## config.mk

```make
export PLATFORM = sky130hd
export DESIGN_NAME = reg_scoreboard
export DESIGN_NICKNAME = d
export VERILOG_FILES = /design/src/rtl/reg_scoreboard.sv
export SDC_FILE = /design/constraint.sdc
export NUM_CORES = 1
export LEC_CHECK = 0
export ABC_CLOCK_PERIOD_IN_PS = 4400
export CAP_MARGIN = 20
export CORE_MARGIN = 8
export CORE_UTILIZATION = 42
export DETAILED_ROUTE_END_ITERATION = 6
export SLEW_MARGIN = 15
export SYNTH_ARGS = -nofsm -noshare
export SYNTH_HDL_FRONTEND = slang
export SYNTH_SLANG_ARGS = --single-unit
```

## constraint.sdc

```tcl
create_clock -name clk -period 4.4 [get_ports clk]
set_input_delay 0.66 -clock clk [delete_from_list [all_inputs] [get_ports clk]]
set_output_delay 0.66 -clock clk [all_outputs]
set_load 0.02 [all_outputs]
```

## src/rtl/reg_scoreboard.sv

```systemverilog
// Register write scoreboard: per-register in-flight write counters,
// RAW/overflow issue stalls, flush, and a drain handshake.
module reg_scoreboard #(
  parameter int REG_ADDRESS_SIZE = 5,
  parameter int CNT_W            = 2
) (
  input  logic                        clk,
  input  logic                        reset,
  input  logic                        issue_valid,
  input  logic [REG_ADDRESS_SIZE-1:0] issue_addr_r1,
  input  logic                        issue_r1_used,
  input  logic [REG_ADDRESS_SIZE-1:0] issue_addr_r2,
  input  logic                        issue_r2_used,
  input  logic [REG_ADDRESS_SIZE-1:0] issue_addr_rd,
  input  logic                        issue_we,
  input  logic                        wb_valid,
  input  logic [REG_ADDRESS_SIZE-1:0] wb_addr,
  input  logic                        flush,
  input  logic                        drain_req,
  output logic                        stall,
  output logic                        issue_fire,
  output logic [REG_ADDRESS_SIZE+1:0] outstanding,
  output logic                        drain_done,
  output logic                        wb_err
);

  localparam int NREG = 1 << REG_ADDRESS_SIZE;
  localparam int OW   = REG_ADDRESS_SIZE + 2;

  localparam logic [CNT_W-1:0] CNT_MAX = '1;

  localparam logic [1:0] ST_RUN   = 2'd0;
  localparam logic [1:0] ST_DRAIN = 2'd1;
  localparam logic [1:0] ST_DONE  = 2'd2;

  logic [CNT_W-1:0] cnt_q [NREG];
  logic [CNT_W-1:0] cnt_d [NREG];
  logic [OW-1:0]    outstanding_q;
  logic [OW-1:0]    outstanding_d;
  logic [1:0]       state_q;
  logic [1:0]       state_d;
  logic             wb_err_q;
  logic             wb_err_d;

  logic hazard;
  logic overflow;
  logic inc;
  logic dec;
  logic wb_bad;
  logic inc_hit;
  logic dec_hit;

  // Hazards look only at registered counts; no writeback bypass.
  always_comb begin
    hazard = (issue_r1_used && (cnt_q[issue_addr_r1] != '0))
           | (issue_r2_used && (cnt_q[issue_addr_r2] != '0));
    overflow = issue_we && (cnt_q[issue_addr_rd] == CNT_MAX);
    stall = issue_valid
          & (hazard | overflow | (state_q != ST_RUN) | flush);
    issue_fire = issue_valid & ~stall;
    inc = issue_fire & issue_we;
    dec = wb_valid & (cnt_q[wb_addr] != '0);
    wb_bad = wb_valid & (cnt_q[wb_addr] == '0);
  end

  always_comb begin
    inc_hit = 1'b0;
    dec_hit = 1'b0;
    for (int i = 0; i < NREG; i++) begin
      cnt_d[i] = cnt_q[i];
      inc_hit = inc && (issue_addr_rd == REG_ADDRESS_SIZE'(i));
      dec_hit = dec && (wb_addr == REG_ADDRESS_SIZE'(i));
      if (flush) begin
        cnt_d[i] = '0;
      end else if (inc_hit && !dec_hit) begin
        cnt_d[i] = cnt_q[i] + CNT_W'(1);
      end else if (dec_hit && !inc_hit) begin
        cnt_d[i] = cnt_q[i] - CNT_W'(1);
      end
    end
  end

  always_comb begin
    outstanding_d = outstanding_q;
    if (flush) begin
      outstanding_d = '0;
    end else if (inc && !dec) begin
      outstanding_d = outstanding_q + OW'(1);
    end else if (dec && !inc) begin
      outstanding_d = outstanding_q - OW'(1);
    end
  end

  always_comb begin
    wb_err_d = wb_err_q | wb_bad;
  end

  // Dropping drain_req while draining wins over completion.
  always_comb begin
    state_d = state_q;
    case (state_q)
      ST_RUN: begin
        if (drain_req) state_d = ST_DRAIN;
      end
      ST_DRAIN: begin
        if (!drain_req)              state_d = ST_RUN;
        else if (outstanding_q == '0) state_d = ST_DONE;
      end
      ST_DONE: begin
        if (!drain_req) state_d = ST_RUN;
      end
      default: state_d = ST_RUN;
    endcase
  end

  always_ff @(posedge clk) begin
    if (reset) begin
      for (int i = 0; i < NREG; i++) cnt_q[i] <= '0;
      outstanding_q <= '0;
      state_q       <= ST_RUN;
      wb_err_q      <= 1'b0;
    end else begin
      for (int i = 0; i < NREG; i++) cnt_q[i] <= cnt_d[i];
      outstanding_q <= outstanding_d;
      state_q       <= state_d;
      wb_err_q      <= wb_err_d;
    end
  end

  assign outstanding = outstanding_q;
  assign drain_done  = (state_q == ST_DONE);
  assign wb_err      = wb_err_q;

endmodule

```

## After elaboration in Yosys (flattened, before gate mapping)

Memory sizes are Yosys's and may differ from the RTL's.
Index checks and enable logic that the tools add are counted.

| storage, ports and cells | value |
|---|---|
| bits in writable memories | 64 |
| memories | 1 |
| word-level logic and storage cells | 530 |
| output and inout port bits | 11 |
| bits in registers | 10 |
| bits of input ports | 29 |

Memories:

| memory | depth | bits a word | rd ports | clocked after memory_dff | write ports | line | RTL |
|---|---|---|---|---|---|---|---|
| cnt_q | 32 | 2 | 36 | 0 | 32 | 36 | `logic [CNT_W-1:0] cnt_q [NREG];` |

| operators by class | value |
|---|---|
| bitwise operators | 43 |
| multiplexer cells | 138 |
| add/sub/neg operators | 66 |
| reduce and logical (&&, ||, !) cells | 211 |
| eq/ne operators | 68 |

Operator list:

| operator | count |
|---|---|
| 2-bit two-way mux | 132 |
| 5-bit == test (second input constant) | 32 |
| 1-bit logical AND | 133 |
| 5-bit by 4-bit == test with 1-bit output (second input constant) | 16 |
| 1-bit logical NOT | 66 |
| 2-bit by 1-bit adder with 2-bit output (second input constant) | 32 |
| 2-bit by 1-bit subtractor with 2-bit output (second input constant) | 32 |
| 5-bit by 3-bit == test with 1-bit output (second input constant) | 8 |
| 1-bit OR | 37 |
| 5-bit by 2-bit == test with 1-bit output (second input constant) | 4 |
| 7-bit two-way mux | 2 |
| 5-bit by 1-bit == test with 1-bit output (second input constant) | 2 |
| 5-bit logical NOT | 2 |
| 2-bit nonzero test | 5 |
| 7-bit by 1-bit adder with 7-bit output (second input constant) | 1 |
| 7-bit logical NOT | 1 |
| 7-bit by 1-bit subtractor with 7-bit output (second input constant) | 1 |
| 2-bit one-hot mux with 3 select lines | 1 |
| 1-bit AND | 5 |
| 2-bit == test (second input constant) | 2 |
| 2-bit logical NOT | 2 |
| 2-bit != test (second input constant) | 2 |
| 1-bit two-way mux | 3 |
| 3-bit != test (second input constant) | 1 |
| 4 further kinds | 4 |

## Longest topological paths before layout

An unclocked memory read counts as a cell.

| depth | value |
|---|---|
| depth in word-level cells | 18 |
| gate-level depth with buffers | 20 |
| mapped depth without buffers | 17 |

## Worst setup path after synthesis

No wires, ideal clock.

| path | value |
|---|---|
| path type | input-to-reg |
| from | input port issue_addr_r2[0] |
| to | register outstanding_q[6], in the netlist outstanding[6] |
| setup slack | 0.111 ns |
| data required time | 4.330 ns |
| stages | 18 |
| buffers on the path | 1 |
| library setup time | 0.070 ns |
| arrival | 4.218 ns |
| cell sequence | inv_1 mux4_2 mux2_2 a2111oi_0 a21oi_1 nand3_2 buf_2 nor3_1 ha_1 inv_1 ha_1 a21o_1 a21oi_1 o21bai_1 a21oi_1 xnor2_1 or3_1 a21oi_1 |

| between the ends | value |
|---|---|
| cells in the longest elaborated chain, start to end | 14 |
| elaborated cells between the ends (all ways) | 16 |
| classes of those cells | mux (1); bitwise (8); reduce/logical (6); memory (1) |

Ends and longest elaborated chain:

| element | line | RTL |
|---|---|---|
| start, declared | 12 | `input logic [REG_ADDRESS_SIZE-1:0] issue_addr_r2,` |
| memory 32 x 2 bit (*) | - |  |
| 2-bit nonzero test (*) | 56 | `\| (issue_r2_used && (cnt_q[issue_addr_r2] != '0));` |
| 1-bit logical AND (*) | 56 |  |
| 1-bit OR (*) | 56 |  |
| 1-bit OR (*) (3 in series) | 59 | `& (hazard \| overflow \| (state_q != ST_RUN) \| flush);` |
| 1-bit AND (*) | 59 |  |
| 1-bit inverter (*) | 60 | `issue_fire = issue_valid & ~stall;` |
| 1-bit AND (*) | 60 |  |
| 1-bit AND (*) | 61 | `inc = issue_fire & issue_we;` |
| 1-bit logical NOT | 89 | `end else if (dec && !inc) begin` |
| 1-bit logical AND | 89 |  |
| 2-bit nonzero test (no source line) | - |  |
| end signal, assigned | 124 | `outstanding_q <= outstanding_d;` |
| end, declared | 38 | `logic [OW-1:0] outstanding_q;` |

Mark *: on every way between the ends. The rest lies on a longest branch, timed or not.
A chain may end at the register's enable or synchronous reset.

## Worst setup path in the final report

Ends and elaborated chain as after synthesis.

==> flow_metrics.tcl <==
set metrics [dict create \
    outcome "completed" \
    worst_slew_pin_slew_ns 0.853 \
    die-area_um2 17600 \
    grt_util_all_layers_pct 21.2 \
    worstSetupStartpointType "primary input" \
    antennaDiodeCount 0 \
    number_of_global_route_vias_before_repair 5560 \
    max_freq_ghz 0.240 \
    leakagePower_nw 2.64 \
    tritoncts "done" \
    layout_worst_path_cycle_share_pct 94.8 \
    path_clk_slew_ns 0.05 \
    number_of_flops_mapped_to_enable_cells_by_yosys 0 \
    irDropWorstVdd_mv 0.208 \
    root_buffer "sky130_fd_sc_hd__clkbuf_16" \
    timing.final.hold_violations 0 \
    io_pins 40 \
    power.net_switching_w 0.000482 \
    grt_start_max_net_pins 34 \
    number_of_synthesized_register_bits 74 \
    fin_nets 821 \
    placedInstanceArea_um2 6520 \
    place_congestion 0.936 \
    path_max_fanout 4 \
    synthesis.nets 744 \
    whs_path_depth 1 \
    cts-buffers-inserted 9 \
    cp_data_arrival_time_ns 4.46 \
    total_power_w 0.00175 \
    place.port_buffers 39 \
    postSynth.asyncResetShare_pct 0 \
    holdBufCountCts 0 \
    first_iter_violations 557 \
    htreeDepth 3 \
    comb_power_share_pct 19.0 \
    syn_avg_cell_area_um2 8.44 \
    timing.critical_path.required_ns 4.69 \
    place_ws_ns -0.447 \
    syn_area_um2 5710 \
    yosysUniqueCellTypes 61 \
    setup.worst_path.end_class "flip-flop" \
    placeableCoreArea_um2 13200 \
    detail_route.drc_violations 0 \
    p_int_w 0.00127 \
    postRouteAntennaNets 0 \
    pwr-share-seq_pct 39.3 \
    power.share.clock_pct 41.7 \
    p_per_area_nw_per_um2 252 \
    skew_ns 0.00375 \
    via_count 5619 \
    yosysSeqAreaShare_pct 26.0 \
    setup_viol_count_final 0 \
    post_drt_via_cell_ratio 6.02 \
    postLayoutSetupSlackWorst_ns 0.231 \
    route.final.wire_length_um 18600 \
    detailed_place_hpwl_um 14100 \
    layout-area-overhead-vs-synth_pct 21.8 \
    ys_dominant_reg_cell "sky130_fd_sc_hd__dfxtp_1" \
    number_of_filler_cells_placed_in_the_layout 1297 \
    cts_max_path_buffers 2 \
    initial_cell_density_of_the_core_pct 43.1 \
    criticalPathCategory "in2reg" \
    timing.slew.headroom_pct 42.9 \
    die_width_um 133 \
    rrSetupSlack_ns 0.48 \
    die_y_um 133 \
    synthesis.yosys.warnings 0 \
    period_minus_slack_ns 4.17 \
    r2r_cells 16 \
    worst_skew_pair.late_latency_ns 0.35 \
    fp-row-count 42 \
    clock_sink_count 74 \
    worst_hold_path_type "reg2reg" \
    globalRouteOverflowTotal 0 \
    detailed_routing_iterations_pass_1 7 \
    first_pass_grt_wire_length_um 29800 \
    cells_after_synth 676 \
    initial_antenna_violation_count 0 \
    fraction_of_layout_cells_with_a_size_suffix_above_1_pct 17.3 \
    report.final.slew_viol_count 0 \
    drv_cap 0 \
    postLayoutCellArea_um2 6950 \
    wl_per_cell_um 20.0 \
    swShare_pct 27.5 \
    finalHoldWorstSlack_ns 0.469 \
]
timing repair:
item | 4_1_cts | 5_1_grt
buffers inserted | 0 | 5
pin swaps | 2 | 17
gates resized for setup | 8 | 34
setup endpoints to repair | 4 | 3
power groups by stage:
| stage | clock network, W | registers [W] | logic, W |
|---|---|---|---|
| after global placement | 0 | 0.000704 | 0.000308 |
| final | 0.000730 | 0.000690 | 0.000333 |
| after floorplan | 0 | 0.000707 | 0.000176 |
| after CTS | 0.000740 | 0.000690 | 0.000316 |
| after global routing | 0.000768 | 0.000690 | 0.000357 |
| after detailed placement | 0 | 0.000704 | 0.000311 |
cells in the mapped netlist, types with 2 or more instances:
cell / instances / area, um^2
sky130_fd_sc_hd__o21bai_1: 2 / 15.0
sky130_fd_sc_hd__buf_12: 2 / 40.0
sky130_fd_sc_hd__mux2_2: 2 / 22.5
sky130_fd_sc_hd__xnor2_1: 5 / 43.8
sky130_fd_sc_hd__o211ai_1: 3 / 22.5
sky130_fd_sc_hd__nand4_1: 3 / 18.8
sky130_fd_sc_hd__or3_2: 2 / 15.0
sky130_fd_sc_hd__inv_1: 17 / 63.8
sky130_fd_sc_hd__a311oi_1: 2 / 17.5
sky130_fd_sc_hd__nand2_1: 14 / 52.6
sky130_fd_sc_hd__mux4_2: 13 / 293
sky130_fd_sc_hd__ha_1: 38 / 475
sky130_fd_sc_hd__nor2_1: 75 / 282
sky130_fd_sc_hd__nand3b_1: 5 / 37.5
sky130_fd_sc_hd__nor3_1: 22 / 110
sky130_fd_sc_hd__buf_2: 8 / 40.0
sky130_fd_sc_hd__mux4_1: 6 / 158
sky130_fd_sc_hd__o2111ai_1: 4 / 35.0
sky130_fd_sc_hd__a211o_1: 3 / 26.3
sky130_fd_sc_hd__clkdlybuf4s25_2: 2 / 20.0
sky130_fd_sc_hd__o21ai_0: 41 / 205
sky130_fd_sc_hd__or2_2: 2 / 12.5
sky130_fd_sc_hd__clkbuf_1: 22 / 82.6
sky130_fd_sc_hd__nor4_1: 33 / 206
sky130_fd_sc_hd__a211oi_1: 6 / 45.0
sky130_fd_sc_hd__nor4b_1: 5 / 43.8
sky130_fd_sc_hd__a31oi_1: 5 / 31.3
sky130_fd_sc_hd__a2111oi_0: 10 / 87.6
sky130_fd_sc_hd__nand3_1: 45 / 225
sky130_fd_sc_hd__or3_1: 36 / 225
sky130_fd_sc_hd__and3_1: 2 / 12.5
sky130_fd_sc_hd__a21oi_1: 57 / 285
sky130_fd_sc_hd__nor2b_1: 4 / 25.0
sky130_fd_sc_hd__mux2i_1: 7 / 70.1
sky130_fd_sc_hd__and2_1: 4 / 25.0
sky130_fd_sc_hd__dfxtp_1: 74 / 1480
sky130_fd_sc_hd__xor2_1: 65 / 569
sky130_fd_sc_hd__a21o_1: 2 / 15.0
sky130_fd_sc_hd__buf_6: 6 / 67.6
final timing paths:
check | startpoint | to
hold reg to reg | wb_err | wb_err
hold / removal | wb_err | wb_err
setup / recovery | issue_addr_r2[0] | outstanding[6]
setup reg to reg | cnt_q[1][0] | outstanding[6]
cells in the final DEF (no fill, tap or decap), types with 9 or more instances in the layout:
| cell type | count |
|---|---|
| sky130_fd_sc_hd__clkbuf_16 | 9 |
| sky130_fd_sc_hd__or3_1 | 36 |
| sky130_fd_sc_hd__nand3_1 | 43 |
| sky130_fd_sc_hd__xor2_1 | 65 |
| sky130_fd_sc_hd__a21oi_1 | 53 |
| sky130_fd_sc_hd__ha_1 | 37 |
| sky130_fd_sc_hd__o21ai_0 | 40 |
| sky130_fd_sc_hd__dfxtp_1 | 74 |
| sky130_fd_sc_hd__inv_1 | 15 |
| sky130_fd_sc_hd__mux4_2 | 19 |
| sky130_fd_sc_hd__nor4_1 | 32 |
| sky130_fd_sc_hd__nand2_1 | 14 |
| sky130_fd_sc_hd__nor3_1 | 21 |
| sky130_fd_sc_hd__nor2_1 | 75 |
| sky130_fd_sc_hd__buf_4 | 65 |
| sky130_fd_sc_hd__clkdlybuf4s50_1 | 34 |
metrics by stage:
step	instances	utilization, %	TNS, ns
final	933	52.5	0
after global routing	933	52.5	-0.0138
after CTS	928	51.6	0
after detailed placement	913	49.3	-1.32
after global placement	913	49.3	-1.14
after floorplan	676	-	0
flip-flops by register name, indices dropped and copies added, names as in the netlist:
signal       count
cnt_q           64
outstanding      7
state_q          2
wb_err           1
final cells by class:
type                    count  area [um^2]  area share, %
clock buffers              14          284           4.09
flip-flops and latches     74         1480           21.3
multi-input cells         539         3920           56.5
well taps                 176          220           3.17
repair buffers            111          962           13.8
clock inverters             1         7.51          0.108
inverters                  18         71.3           1.03
layer usage:
| layer | up-vias | global-route usage, % | share of wire (%) |
|---|---|---|---|
| met5 | - | 0 | 0 |
| met1 | 2679 | 25.8 | 41 |
| met3 | 55 | 4.50 | 6.9 |
| met4 | 0 | 9.84 | 4.1 |
| met2 | 227 | 35.2 | 48 |
| li1 | 2658 | - | - |
worst max-delay path, stage by stage:
cell and delay (ns):
sky130_fd_sc_hd__clkdlybuf4s50_1 0.43, sky130_fd_sc_hd__inv_2 0.11, sky130_fd_sc_hd__mux4_2 0.50, sky130_fd_sc_hd__mux2_2 0.27
sky130_fd_sc_hd__a2111oi_1 0.39, sky130_fd_sc_hd__a21oi_1 0.12, sky130_fd_sc_hd__nand3_2 0.13, sky130_fd_sc_hd__nor3_4 0.04
sky130_fd_sc_hd__buf_6 0.12, sky130_fd_sc_hd__ha_4 0.15, sky130_fd_sc_hd__inv_2 0.07, sky130_fd_sc_hd__ha_1 0.24
sky130_fd_sc_hd__a21o_1 0.17, sky130_fd_sc_hd__a21oi_2 0.14, sky130_fd_sc_hd__o21bai_1 0.09, sky130_fd_sc_hd__a21oi_1 0.20
sky130_fd_sc_hd__xnor2_1 0.11, sky130_fd_sc_hd__or3_1 0.39, sky130_fd_sc_hd__a21oi_2 0.11
cell families after synthesis:
group | synth area share (%)
AOI/OAI and AO/OA | 15.0
xor gates and xnor gates | 10.7
adders and majority gates | 8.68
buffers and inverters | 6.36
DFF | 26.0
muxes | 9.52
and+or+nand+nor | 23.8
No activity file was read; power rests on OpenSTA's default activity.
